File: config.mk
export PLATFORM = sky130hd
export DESIGN_NAME = axil_multiplier
export DESIGN_NICKNAME = d
export VERILOG_FILES = /design/src/rtl/axil_multiplier.sv
export SDC_FILE = /design/constraint.sdc
export NUM_CORES = 2
export LEC_CHECK = 0
export ABC_CLOCK_PERIOD_IN_PS = 15600
export BUFFER_PORTS_ARGS = -buffer_cell sky130_fd_sc_hd__buf_2
export CAP_MARGIN = 20
export CORE_MARGIN = 2
export CORE_UTILIZATION = 55
export CTS_CLUSTER_SIZE = 12
export DETAILED_ROUTE_END_ITERATION = 10
export PLACE_DENSITY = 0.71
export SLEW_MARGIN = 20
export SYNTH_ARGS = -nofsm -noshare
export SYNTH_HDL_FRONTEND = slang
export SYNTH_SLANG_ARGS = --single-unit
File: constraint.sdc
create_clock -name s2_axi_aclk -period 15.6 [get_ports s2_axi_aclk]
set_input_delay 3.12 -clock s2_axi_aclk [delete_from_list [all_inputs] [get_ports s2_axi_aclk]]
set_output_delay 3.12 -clock s2_axi_aclk [all_outputs]
set_load 0.03 [all_outputs]
File: src/rtl/axil_multiplier.sv
// AXI4-Lite slave with two operand registers and a registered 64-bit unsigned product.
// Offsets 0x10/0x14 hold the operands; 0x18/0x1C return the low and high product words.
module axil_multiplier #(
  parameter int DATA_WIDTH = 32,
  parameter int ADDR_WIDTH = 8
) (
  input  logic                    s2_axi_aclk,
  input  logic                    s2_axi_areset,
  input  logic [ADDR_WIDTH-1:0]   s2_axi_awaddr,
  input  logic                    s2_axi_awvalid,
  output logic                    s2_axi_awready,
  input  logic [DATA_WIDTH-1:0]   s2_axi_wdata,
  input  logic [DATA_WIDTH/8-1:0] s2_axi_wstrb,
  input  logic                    s2_axi_wvalid,
  output logic                    s2_axi_wready,
  output logic [1:0]              s2_axi_bresp,
  output logic                    s2_axi_bvalid,
  input  logic                    s2_axi_bready,
  input  logic [ADDR_WIDTH-1:0]   s2_axi_araddr,
  input  logic                    s2_axi_arvalid,
  output logic                    s2_axi_arready,
  output logic [DATA_WIDTH-1:0]   s2_axi_rdata,
  output logic [1:0]              s2_axi_rresp,
  output logic                    s2_axi_rvalid,
  input  logic                    s2_axi_rready
);

  localparam int STRB_WIDTH = DATA_WIDTH / 8;

  logic                    r_awHeld;
  logic [2:0]              r_awIdx;
  logic                    r_wHeld;
  logic [DATA_WIDTH-1:0]   r_wData;
  logic [STRB_WIDTH-1:0]   r_wStrb;
  logic                    r_bvalid;
  logic [DATA_WIDTH-1:0]   r_opA;
  logic [DATA_WIDTH-1:0]   r_opB;
  logic [2*DATA_WIDTH-1:0] r_prod;
  logic [DATA_WIDTH-1:0]   r_rdata;
  logic                    r_rvalid;

  logic                    w_awHs;
  logic                    w_wHs;
  logic                    w_arHs;
  logic                    w_commit;
  logic [DATA_WIDTH-1:0]   w_target;
  logic [DATA_WIDTH-1:0]   w_merged;
  logic [DATA_WIDTH-1:0]   w_readData;
  logic                    w_unused;

  // Address bits outside [4:2] take no part in decode.
  assign w_unused = ^{s2_axi_awaddr[ADDR_WIDTH-1:5], s2_axi_awaddr[1:0],
                      s2_axi_araddr[ADDR_WIDTH-1:5], s2_axi_araddr[1:0]};

  assign s2_axi_awready = !r_awHeld && !r_bvalid && !s2_axi_areset;
  assign s2_axi_wready  = !r_wHeld && !r_bvalid && !s2_axi_areset;
  assign s2_axi_arready = !r_rvalid && !s2_axi_areset;
  assign s2_axi_bvalid  = r_bvalid;
  assign s2_axi_bresp   = 2'b00;
  assign s2_axi_rvalid  = r_rvalid;
  assign s2_axi_rdata   = r_rdata;
  assign s2_axi_rresp   = 2'b00;

  assign w_awHs   = s2_axi_awvalid && s2_axi_awready;
  assign w_wHs    = s2_axi_wvalid && s2_axi_wready;
  assign w_arHs   = s2_axi_arvalid && s2_axi_arready;
  assign w_commit = r_awHeld && r_wHeld;

  always_comb begin
    w_target = (r_awIdx == 3'd4) ? r_opA : r_opB;
    w_merged = w_target;
    for (int i = 0; i < STRB_WIDTH; i++) begin
      if (r_wStrb[i]) w_merged[8*i +: 8] = r_wData[8*i +: 8];
    end
  end

  always_comb begin
    w_readData = '0;
    case (s2_axi_araddr[4:2])
      3'd4:    w_readData = r_opA;
      3'd5:    w_readData = r_opB;
      3'd6:    w_readData = r_prod[DATA_WIDTH-1:0];
      3'd7:    w_readData = r_prod[2*DATA_WIDTH-1:DATA_WIDTH];
      default: w_readData = '0;
    endcase
  end

  // AW and W latch independently; the commit fires once both are held.
  always_ff @(posedge s2_axi_aclk) begin
    if (s2_axi_areset) begin
      r_awHeld <= 1'b0;
      r_awIdx  <= '0;
      r_wHeld  <= 1'b0;
      r_wData  <= '0;
      r_wStrb  <= '0;
      r_bvalid <= 1'b0;
      r_opA    <= '0;
      r_opB    <= '0;
    end else begin
      if (w_awHs) begin
        r_awHeld <= 1'b1;
        r_awIdx  <= s2_axi_awaddr[4:2];
      end
      if (w_wHs) begin
        r_wHeld <= 1'b1;
        r_wData <= s2_axi_wdata;
        r_wStrb <= s2_axi_wstrb;
      end
      if (w_commit) begin
        r_awHeld <= 1'b0;
        r_wHeld  <= 1'b0;
        r_bvalid <= 1'b1;
        if (r_awIdx == 3'd4) r_opA <= w_merged;
        else if (r_awIdx == 3'd5) r_opB <= w_merged;
      end else if (r_bvalid && s2_axi_bready) begin
        r_bvalid <= 1'b0;
      end
    end
  end

  always_ff @(posedge s2_axi_aclk) begin
    if (s2_axi_areset) begin
      r_prod <= '0;
    end else begin
      r_prod <= {{DATA_WIDTH{1'b0}}, r_opA} * {{DATA_WIDTH{1'b0}}, r_opB};
    end
  end

  // Read data is captured at the AR handshake, so it reflects pre-commit state.
  always_ff @(posedge s2_axi_aclk) begin
    if (s2_axi_areset) begin
      r_rdata  <= '0;
      r_rvalid <= 1'b0;
    end else if (w_arHs) begin
      r_rdata  <= w_readData;
      r_rvalid <= 1'b1;
    end else if (r_rvalid && s2_axi_rready) begin
      r_rvalid <= 1'b0;
    end
  end

endmodule

==> results summary <==
Setup repair after global routing left no endpoint under its margin. The library cell used most frequently in the layout, excluding fill and tap cells, is fa_1. The share of post-route cells with drive strength above 1 came out at 0.0586. Setup violations remaining at the end of the flow were counted as 0.

The top cell types in the final layout, fill and taps aside, are fa_1 (896), inv_1 (866), and2_1 (603), nand2_1 (583), ha_1 (263). The count of different cell masters after synthesis came out at 79. The count of antenna-violating nets left after detailed routing is 0. The shortest period the worst path allows came out at about 8.5 ns.

The run finished with clean final reports. After floorplanning, the core was sized to cover approximately 74000 µm². The proportion of power drawn by combinational gates is 0.064. The die covers 76800 µm².

The signal arrival time at the worst endpoint came out at 8.84 ns. The start-to-end type of the worst setup path is reg2reg. The path class of the tightest hold or removal check is reg2reg.

Yosys mapped a number of flops with a built-in enable equal to 0. The total routing usage reported by global routing came out at 0.283. The part of the Yosys area used for sequential elements is 0.0990.

The worst-case IR drop observed on VDD is about 96 µV. In the routed layout, each cell is associated on average with a via count of 5.53. For this run, the detailed router's first-pass iteration total came to 5.

The cell internal power dissipation is 809 µW. The number of pins exceeding their max-slew limit in the final report is 0. At the pin with the least slew margin, the transition time is between 1 and 1.5 ns. The tool flagged a number of max-cap violations equal to 0. TritonCTS built the clock tree. Averaged over all synthesized cells, the footprint is 9.06 µm². Summing every instance area after synthesis gives a little over 40000 µm². The required time reported for the critical path endpoint came out at 15.95 ns. Synthesis handed over a netlist of roughly 4500 instances. Gates resized during post-CTS repair numbered 0. After detailed routing, the average wire length per cell comes to 19.3 µm. The endpoint of the worst hold-timing path is r_opB[0]. The startpoint identified for the worst register-to-register timing path is r_opB[10]. The number of storage elements in the synthesis netlist came out at approximately 200.

The final setup skew came out at 0.00729 ns. The tree is rooted in a clkbuf_16. After global routing the overflow that remains totals 0. The total power per unit cell area is approximately 25 nW/µm². For this configuration, the core starts out at a cell density of 0.553. The worst hold path begins at r_opB[0].

The maximum number of buffers from clock root to sink came out at 3. The highest clock frequency the design can meet is 0.118 GHz. The switching component of the power is 253 µW. The count of cells in the finished layout, fillers not included, comes to 5390. The clock reaches the later pin of the worst-skew pair after 0.50 ns. The total number of yosys warnings is 0. The wire-length estimate of the detail-placed layout is 80800 µm.

STA classifies the critical path endpoint as a flop. The final count of hold timing violations is 0. The aggregate negative setup slack is 0 ns. Once placement completed, the tool counted placed cells totaling 5361. The final net count is 5633.

The clock-pin slew reported for the worst setup and hold paths after clock tree synthesis came out at 0.06 ns. Headroom to the max-slew limit came out at 0.320. Routability-driven placement finished with a final weighted congestion of 0.927.

For this design, the CTS-stage hold fixing added 0 buffers. The horizontal extent of the die is 277 µm. The tightest hold margin is 0.455 ns.

The number of vias in the routed layout came out at 29800. The post-synthesis async set-or-reset flop share came out at 0. The number of setup buffers added after CTS came out at 0. The minimum setup slack among reg-to-reg paths is 7.11 ns.

The sequential group share of total power came out at 0.508. The final worst-path cycle share is 0.544. The number of antenna violations at the first check in global routing came out at 6.

The number of buffers inserted during clock tree synthesis came out at 21. The post-detailed-routing wire length is between 100000 and 150000 µm. The number of ports placed on the die boundary came out at 100. The depth of the most critical reg-to-reg path is 22. In this run the static leakage power is 0.0209 µW.

The endpoint identified for the worst register-to-register timing path is r_prod[49]. The floorplan die height is 277 µm. After detailed routing, the number of remaining DRC violations is 0. Compared with the post-synthesis result, the final layout area differs by 3.86%. The switching share of total power is 0.238. In the synthesized netlist the dominant register cell turns out to be dfxtp_1. In this run the number of H-tree levels came out at 1. The row count came out at 100. The number of global-route vias before repair came out at between 30000 and 40000.

The highest fanout seen on the critical path came out at 18. During placement, the flow inserted port buffers numbering 85. The depth of the worst hold-timing path is 2. The wire length of the first global-routing pass is 172000 µm. Clock tree synthesis found a total of 203 sinks.

The fraction of power consumed by the clock network came out at 0.428. Entering global routing, the biggest net connects 94 pins. The initial DRC count came out at roughly 2000. The worst setup path is launched from a flop. The launch point of the critical path is r_opB[10].
[final cells by class]
type / count / area (µm²)
diodes: 2 / 5.00
clock buffers: 25 / 581
clock inverters: 2 / 16.3
fillers: 6570 / 31600
inverters: 866 / 3250
multi-input cells: 3172 / 32600
flip-flops and latches: 203 / 4080
well taps: 969 / 1210
repair buffers: 151 / 927
[metrics by stage]
| stage | cell area, µm² | setup slack (ns) | utilization | total power [µW] |
|---|---|---|---|---|
| 3_3_place_gp | 42000 | 7.26 | 0.567 | 617 |
| 6_report | 42600 | 7.11 | 0.575 | 1060 |
| 3_5_place_dp | 42000 | 7.21 | 0.567 | 618 |
| 4_1_cts | 42600 | 7.12 | 0.575 | 1070 |
| 2_1_floorplan | 41100 | 8.19 | - | 597 |
| 5_1_grt | 42600 | 6.77 | 0.575 | 1090 |
[power groups by stage]
stage	Sequential, µW	Combinational (µW)	Clock [µW]
finish	539	68.2	455
CTS	539	68.4	459
detailed placement	550	68.1	0
global route	540	74.6	478
floorplan	557	39.4	0
global placement	550	67.1	0
[logic make-up after synthesis]
logic type	count (synthesis)	share of synthesized area
compound gates	392	0.0639
mux	77	0.0204
other cells	1	0.0000914
buf+inv	1160	0.108
fa+ha+maj	1159	0.517
xor+xnor	41	0.00875
flops	203	0.0990
simple gates	1499	0.182
[critical path, stage by stage, from the launching register on]
cell and delay [ns]:
dfxtp_1 0.89, buf_4 0.43, and2_1 0.19, fa_1 0.44
fa_1 0.58, inv_1 0.07, fa_1 0.59, fa_1 0.46
fa_1 0.55, inv_1 0.05, fa_1 0.46, fa_1 0.56
fa_1 0.49, ha_1 0.44, nand4_1 0.16, nor3_1 0.31
nand2_1 0.09, a21oi_1 0.34, o21ai_2 0.13, a211oi_2 0.44
o211ai_1 0.16, nor3b_1 0.17, nor3_1 0.34
[flip-flops by register name (all words and copies together), names as in the netlist]
signal         cells
s2_axi_rdata      32
r_opB             32
r_wHeld            1
s2_axi_bvalid      1
r_awIdx            3
r_wData           32
r_awHeld           1
r_wStrb            4
s2_axi_rvalid      1
r_prod            64
r_opA             32
[worst max-delay path by stage]
stage               depth (start not counted)  slack [ns]        endpoint
detailed placement                         22        7.21      r_prod[49]
floorplan                                   4        8.19  s2_axi_awready
global route                               22        6.77      r_prod[49]
CTS                                        22        7.12      r_prod[49]
finish                                     22        7.11      r_prod[49]
global placement                           22        7.26      r_prod[49]
[routing by layer]
| layer | global-route usage | up-vias | wire [µm] |
|---|---|---|---|
| met3 | 0.0433 | 172 | 7750 |
| met1 | 0.386 | 15300 | 43700 |
| met2 | 0.469 | 1044 | 49100 |
| li1 | - | 13300 | - |
| met4 | 0.0811 | 2 | 3270 |
| met5 | 0 | - | 10 |
[cells in the mapped netlist, types with 37 or more instances]
cell | count | area [µm²]
a211oi_1 | 37 | 278
a21o_1 | 39 | 293
a21oi_1 | 139 | 696
and2_1 | 604 | 3780
clkbuf_1 | 266 | 998
dfxtp_1 | 203 | 4060
fa_1 | 896 | 17900
ha_1 | 263 | 3290
inv_1 | 866 | 3250
mux2i_1 | 38 | 380
nand2_1 | 583 | 2190
nand3_1 | 52 | 260
nor2_1 | 157 | 589
(Power assumes the default switching activity.)
